===== src/rtl/calibrate_bank.sv =====
// calibrate_bank: a bank of CHANNELS unsigned calibration values.
// Push-buttons step the selected channel up or down with saturation, and a held
// button auto-repeats. A clear switch reloads one channel or all channels.
// All values are presented in parallel on a flat bus.
module calibrate_bank #(
  parameter int CHANNELS      = 2,
  parameter int SEL_W         = 1,
  parameter int WIDTH         = 8,
  parameter int STEP          = 1,
  parameter int INIT_VALUE    = 0,
  parameter int REPEAT_DELAY  = 25000000,
  parameter int REPEAT_PERIOD = 5000000
) (
  input  logic                      i_clock,
  input  logic                      i_resetn,
  input  logic                      i_inc_n,
  input  logic                      i_dec_n,
  input  logic                      i_clr,
  input  logic                      i_clr_all,
  input  logic [SEL_W-1:0]          i_sel,
  output logic [CHANNELS*WIDTH-1:0] o_values,
  output logic                      o_upd,
  output logic                      o_sat,
  output logic [2:0]                o_current_state
);

  localparam logic [2:0] S_IDLE       = 3'd0;
  localparam logic [2:0] S_STEP       = 3'd1;
  localparam logic [2:0] S_HOLD       = 3'd2;
  localparam logic [2:0] S_CLEAR      = 3'd3;
  localparam logic [2:0] S_CLEAR_WAIT = 3'd4;

  localparam logic [WIDTH-1:0] L_INIT     = WIDTH'(INIT_VALUE);
  localparam logic [WIDTH:0]   L_STEP     = (WIDTH+1)'(STEP);
  localparam logic [WIDTH:0]   L_MAX      = {1'b0, {WIDTH{1'b1}}};
  localparam logic [31:0]      L_DLY_LOAD = (REPEAT_DELAY >= 2) ? 32'(REPEAT_DELAY - 2) : 32'd0;
  localparam logic [31:0]      L_PER_LOAD = (REPEAT_PERIOD >= 2) ? 32'(REPEAT_PERIOD - 2) : 32'd0;
  localparam logic             L_RPT_EN   = (REPEAT_DELAY != 0);

  logic             r_inc_s1, r_inc_s2, r_dec_s1, r_dec_s2, r_clr_s1, r_clr_s2;
  logic [2:0]       r_state;
  logic             r_dir;
  logic             r_rpt;
  logic [SEL_W-1:0] r_ch;
  logic [31:0]      r_cnt;
  logic [WIDTH-1:0] r_vals [CHANNELS];
  logic             r_upd, r_sat;

  logic             w_inc, w_dec, w_own_alone;
  logic [WIDTH-1:0] w_cur;
  logic             w_ch_ok, w_sel_ok;
  logic [WIDTH:0]   w_res;

  // Saturating step at WIDTH+1 bits; MSB of the result flags a clamp
  // (which also covers a value already sitting at the limit).
  function automatic logic [WIDTH:0] step_value(input logic [WIDTH-1:0] v, input logic up);
    logic [WIDTH:0] ext;
    logic [WIDTH:0] res;
    ext = {1'b0, v};
    if (up) begin
      if ((ext + L_STEP) > L_MAX) res = {1'b1, L_MAX[WIDTH-1:0]};
      else                        res = {1'b0, v + L_STEP[WIDTH-1:0]};
    end else begin
      if (ext < L_STEP) res = {1'b1, {WIDTH{1'b0}}};
      else              res = {1'b0, v - L_STEP[WIDTH-1:0]};
    end
    return res;
  endfunction

  assign w_inc       = ~r_inc_s2;
  assign w_dec       = ~r_dec_s2;
  assign w_own_alone = r_dir ? (w_inc & ~w_dec) : (w_dec & ~w_inc);

  // Select the latched channel's value and flag whether ch / sel name a real channel.
  always_comb begin
    w_cur    = '0;
    w_ch_ok  = 1'b0;
    w_sel_ok = 1'b0;
    for (int i = 0; i < CHANNELS; i++) begin
      if (r_ch == SEL_W'(i)) begin
        w_cur   = r_vals[i];
        w_ch_ok = 1'b1;
      end
      if (i_sel == SEL_W'(i)) w_sel_ok = 1'b1;
    end
  end

  assign w_res = step_value(w_cur, r_dir);

  // Two-flop synchronizers for the asynchronous buttons and clear switch.
  always_ff @(posedge i_clock or negedge i_resetn) begin
    if (!i_resetn) begin
      r_inc_s1 <= 1'b1;
      r_inc_s2 <= 1'b1;
      r_dec_s1 <= 1'b1;
      r_dec_s2 <= 1'b1;
      r_clr_s1 <= 1'b0;
      r_clr_s2 <= 1'b0;
    end else begin
      r_inc_s1 <= i_inc_n;
      r_inc_s2 <= r_inc_s1;
      r_dec_s1 <= i_dec_n;
      r_dec_s2 <= r_dec_s1;
      r_clr_s1 <= i_clr;
      r_clr_s2 <= r_clr_s1;
    end
  end

  // Control FSM: key press, hold with auto-repeat countdown, and clear handshake.
  always_ff @(posedge i_clock or negedge i_resetn) begin
    if (!i_resetn) begin
      r_state <= S_IDLE;
      r_dir   <= 1'b0;
      r_rpt   <= 1'b0;
      r_ch    <= '0;
      r_cnt   <= '0;
    end else begin
      case (r_state)
        S_IDLE: begin
          if (r_clr_s2) begin
            r_state <= S_CLEAR;
          end else if (w_inc ^ w_dec) begin
            r_state <= S_STEP;
            r_dir   <= w_inc;
            r_ch    <= i_sel;
            r_rpt   <= 1'b0;
          end
        end
        S_STEP: begin
          r_state <= S_HOLD;
          r_cnt   <= r_rpt ? L_PER_LOAD : L_DLY_LOAD;
        end
        S_HOLD: begin
          if (!w_inc && !w_dec) begin
            r_state <= S_IDLE;
          end else if (w_own_alone) begin
            // Opposite key held freezes the countdown by skipping this branch.
            if (r_cnt == 32'd0) begin
              if (L_RPT_EN) begin
                r_state <= S_STEP;
                r_rpt   <= 1'b1;
              end
            end else begin
              r_cnt <= r_cnt - 32'd1;
            end
          end
        end
        S_CLEAR:      r_state <= S_CLEAR_WAIT;
        S_CLEAR_WAIT: if (!r_clr_s2) r_state <= S_IDLE;
        default:      r_state <= S_IDLE;
      endcase
    end
  end

  // Value storage plus one-cycle update/saturation pulses.
  always_ff @(posedge i_clock or negedge i_resetn) begin
    if (!i_resetn) begin
      for (int i = 0; i < CHANNELS; i++) r_vals[i] <= L_INIT;
      r_upd <= 1'b0;
      r_sat <= 1'b0;
    end else begin
      r_upd <= 1'b0;
      r_sat <= 1'b0;
      if (r_state == S_STEP && w_ch_ok) begin
        for (int i = 0; i < CHANNELS; i++)
          if (r_ch == SEL_W'(i)) r_vals[i] <= w_res[WIDTH-1:0];
        r_upd <= (w_res[WIDTH-1:0] != w_cur);
        r_sat <= w_res[WIDTH];
      end else if (r_state == S_CLEAR) begin
        if (i_clr_all) begin
          for (int i = 0; i < CHANNELS; i++) r_vals[i] <= L_INIT;
          r_upd <= 1'b1;
        end else if (w_sel_ok) begin
          for (int i = 0; i < CHANNELS; i++)
            if (i_sel == SEL_W'(i)) r_vals[i] <= L_INIT;
          r_upd <= 1'b1;
        end
      end
    end
  end

  for (genvar g = 0; g < CHANNELS; g++) begin : g_out
    assign o_values[g*WIDTH +: WIDTH] = r_vals[g];
  end

  assign o_upd           = r_upd;
  assign o_sat           = r_sat;
  assign o_current_state = r_state;

endmodule


===== config.mk =====
export PLATFORM = sky130hd
export DESIGN_NAME = calibrate_bank
export DESIGN_NICKNAME = d
export VERILOG_FILES = /design/src/rtl/calibrate_bank.sv
export SDC_FILE = /design/constraint.sdc
export NUM_CORES = 1
export LEC_CHECK = 0
export CAP_MARGIN = 20
export CORE_ASPECT_RATIO = 0.6
export CORE_MARGIN = 2
export CORE_UTILIZATION = 30
export CTS_BUF_LIST = sky130_fd_sc_hd__clkbuf_16
export DETAILED_ROUTE_END_ITERATION = 10
export HOLD_SLACK_MARGIN = 0.12
export PLACE_DENSITY = 0.49
export SLEW_MARGIN = 15
export SYNTH_ARGS = -nofsm -noshare
export SYNTH_HDL_FRONTEND = slang
export SYNTH_SLANG_ARGS = --single-unit
export TNS_END_PERCENT = 100

===== constraint.sdc =====
create_clock -name i_clock -period 7.05 [get_ports i_clock]
set_input_delay 2.115 -clock i_clock [delete_from_list [all_inputs] [get_ports i_clock]]
set_output_delay 2.115 -clock i_clock [all_outputs]
set_load 0.02 [all_outputs]

==> summary.md <==
| Metric | Value |
|---|---|
| Status | `finished, final reports clean` |
| Core Footprint | `0.01222 sq mm` |
| Antenna Violating Nets Remaining | `0` |
| Post-synthesis cell type count | `63` |
| Sequential fraction of the synthesis area | `41.00%` |
| Synth Cell Area | `0.003796 sq mm` |
| Worst Slack Setup Final | `3.242 ns` |
| DP Wirelength | `7623 um` |
| Cell Chain, Critical Path | `clkdlybuf4s50_1` |
| Setup Crit Path Kind | `flop to output port` |
| Synthesis Warnings | `0` |
| DR pass1 iterations | `4` |
| Worst slew pin tran | `1.012 ns` |
| Chip Height | `91.14 um` |
| Post-Synthesis Cells | `407` |
| Nets | `441` |
| Vias in the first global route | `3010` |
| Max-Cap Viols | `0` |
| Core Rows | `31` |
| I/O Buffers | `27` |
| GRT Util Overall | `16.69%` |
| Total grt overflow | `0` |
| Min-Delay Path Depth | `0` |
| CTS tree | `done` |
| Crit-path slowest cell | `clkdlybuf4s50_1` |
| Clock share of power | `22.8%` |
| Setup bufs post-CTS | `0` |
| Ports | `28` |
| Diodes inserted | `0` |
| Die X | `149.2 um` |
| CTS Hold Buffers Added | `0` |
| Cts bufs inserted | `9` |
| WL/cell | `17.96 um` |
| Largest net degree at the start of global routing | `63` |
| First-pass GRT wire length | `17390 um` |
| Arrival time at the worst endpoint | `1.69 ns` |
| Number of synthesized flops with an enable pin | `0` |
| CP delay by family, top | `buffers and inverters` |
| Syn_nets | `421` |
| Final setup vio count | `0` |
| Post-CTS resize count | `0` |
| Comb pwr share | `44.0%` |
| Most common cell after layout, fill and taps aside | `dfrtp_1` |
| Ys flop type | `dfrtp_1` |
| Critical path depth in cells | `1` |
| Critical Path Fanout Max | `16` |
| CP endpoint kind | `output port` |
| CP Buf/Inv Count | `1` |
| Final hold vios | `0` |
| Reg power frac | `33.1%` |
| Setup Skew | `0.008172 ns` |
| Post-Route WL | `10710 um` |
| CTS H-tree depth | `3` |
| Int Pwr | `1.070 mW` |
| Final RePlAce weighted congestion | `0.8711` |
| Worst Path Required | `4.93 ns` |
| Fin Setup TNS | `0 ns` |
| Final worst-path cycle share | `54.01%` |
| Clock latency on the worst-skew pair | `0.33 ns` |
| Total Power | `1.875 mW` |
| Post-synth ARST share | `100.0%` |
| RSZ-0062 raised after global routing | `no` |
| Commonest non-fill, non-tap cells in the layout | `58 x dfrtp_1, 41 x nor2_1, 26 x nand2_1, 26 x clkdlybuf4s50_1, 23 x xnor2_1` |
| Max transition margin | `32.50%` |
| Worst-path clk slew | `0.05 ns` |
| Via count | `3251` |
| Net Sw Power | `805.1 uW` |
| Layout cells sized above 1 | `11.83%` |
| # DRC | `0` |
| Die ar. | `0.01360 sq mm` |
| Initial antenna violation count | `0` |
| Initial DRC Count | `219` |
| Number of synthesized register bits | `62` |
| Crit path largest cell delay | `0.70 ns` |
| Pins over their slew limit | `0` |
| Sw Ratio | `42.94%` |
| CTS Buffer Depth | `2` |
| Static Leak | `1.698 nW` |
| Worst slack at placement | `3.038 ns` |
| Fmax | `262.6 MHz` |
| Area Growth Syn to Fin | `18.00%` |
| Hold Path Class | `flop to flop` |
| Initial Util | `31.07%` |
| CTS sink count | `62` |
| Worst Reg-to-Reg Cells | `9` |
| Via-to-Cell Ratio | `5.455` |
| Total power density per cell area | `418.6 mW/mm^2` |
| Mapped Avg Cell Area | `9.327 sq um` |
| Worst setup SP type | `flop` |
| CTS root buffer | `clkbuf_16` |
| IR Drop Worst-Case VDD | `0.1756 mV` |
| Minimum clock period | `3.808 ns` |
-- cell type report --
class / instances / area, sq um
clock buffer: 9 / 225.2
clock inverter: 6 / 53.80
fill: 1246 / 7739
inverter: 13 / 48.80
multi-input combinational: 310 / 2090
sequential: 62 / 1556
tap: 165 / 206.4
timing repair buffer: 31 / 299.0
-- Yosys cell counts (all sizes together), types with 4 or more instances --
master	n	area (sq um)
inv	12	45.04
a211oi	6	45.04
xor2	7	61.31
nor4	18	112.6
nand4b	5	43.79
a21oi	12	60.06
mux2i	11	110.1
buf	6	45.03
o21ai	19	95.09
xnor2	23	201.4
nand4	6	37.54
nand2	26	97.59
or4	5	41.29
nor3	18	90.09
nor3b	8	60.06
nor2	42	160.2
dfstp	4	105.1
nand3	10	50.05
clkbuf	16	61.30
o21a	4	30.03
or3	11	68.82
or2	5	31.28
ha	7	87.58
mux2	17	191.4
a31oi	6	37.54
dfrtp	58	1451
-- sequential cells by signal, indices dropped and copies added, names as in the netlist --
signal,count
r_dir,1
o_current_state,3
r_clr_s1,1
r_cnt,32
o_upd,1
r_clr_s2,1
r_rpt,1
r_ch,1
r_inc_s2,1
r_dec_s2,1
r_dec_s1,1
o_values,16
r_inc_s1,1
o_sat,1
-- worst paths after layout --
check / endpoint / from / slack, ns
setup reg to reg: o_values[8] / r_ch / 3.47
min in group asynchronous: r_cnt[11] / i_resetn / 1.98
hold reg to reg: r_clr_s2 / r_clr_s1 / 0.35
max in group asynchronous: r_cnt[20] / i_resetn / 4.55
hold / removal: r_clr_s2 / r_clr_s1 / 0.35
setup / recovery: o_current_state[1] / o_current_state[1] / 3.24
-- metal layers --
metal | share of wire, % | track usage, % | vias up
li1 | - | - | 1527
met3 | 7.9 | 4.523 | 9
met5 | 0 | 0 | -
met2 | 37 | 20.20 | 123
met4 | 0.96 | 3.968 | 0
met1 | 55 | 27.74 | 1592
-- kinds of logic (layout without fill, tap and decap cells) --
logic type | after synthesis | count (layout) | synth area share (%)
and+or+nand+nor | 169 | 169 | 24.16
buffers and inverters | 35 | 59 | 4.086
DFF | 62 | 62 | 41.00
AOI/OAI and AO/OA | 76 | 76 | 13.58
adders and majority gates | 7 | 7 | 2.307
xor gates and xnor gates | 30 | 30 | 6.922
muxes | 28 | 28 | 7.943
-- metrics by stage --
stage / std cells / util (%) / area, sq um / hold slack [ns]
floorplan: 407 / - / 3796 / 0.3312
global placement: 580 / 34.29 / 4189 / 0.3331
detailed placement: 580 / 34.29 / 4189 / 0.3402
CTS: 595 / 36.57 / 4468 / 0.3517
global route: 596 / 36.66 / 4479 / 0.3569
finish: 596 / 36.66 / 4479 / 0.3512
-- power groups by stage --
| stage | Combinational (mW) | Sequential [mW] | Clock (mW) |
|---|---|---|---|
| final | 0.826 | 0.621 | 0.428 |
| after global placement | 0.808 | 0.620 | 0 |
| after CTS | 0.816 | 0.617 | 0.439 |
| after detailed placement | 0.811 | 0.623 | 0 |
| after global routing | 0.898 | 0.642 | 0.456 |
| after floorplan | 0.576 | 0.580 | 0 |
(Power assumes the default switching activity.)
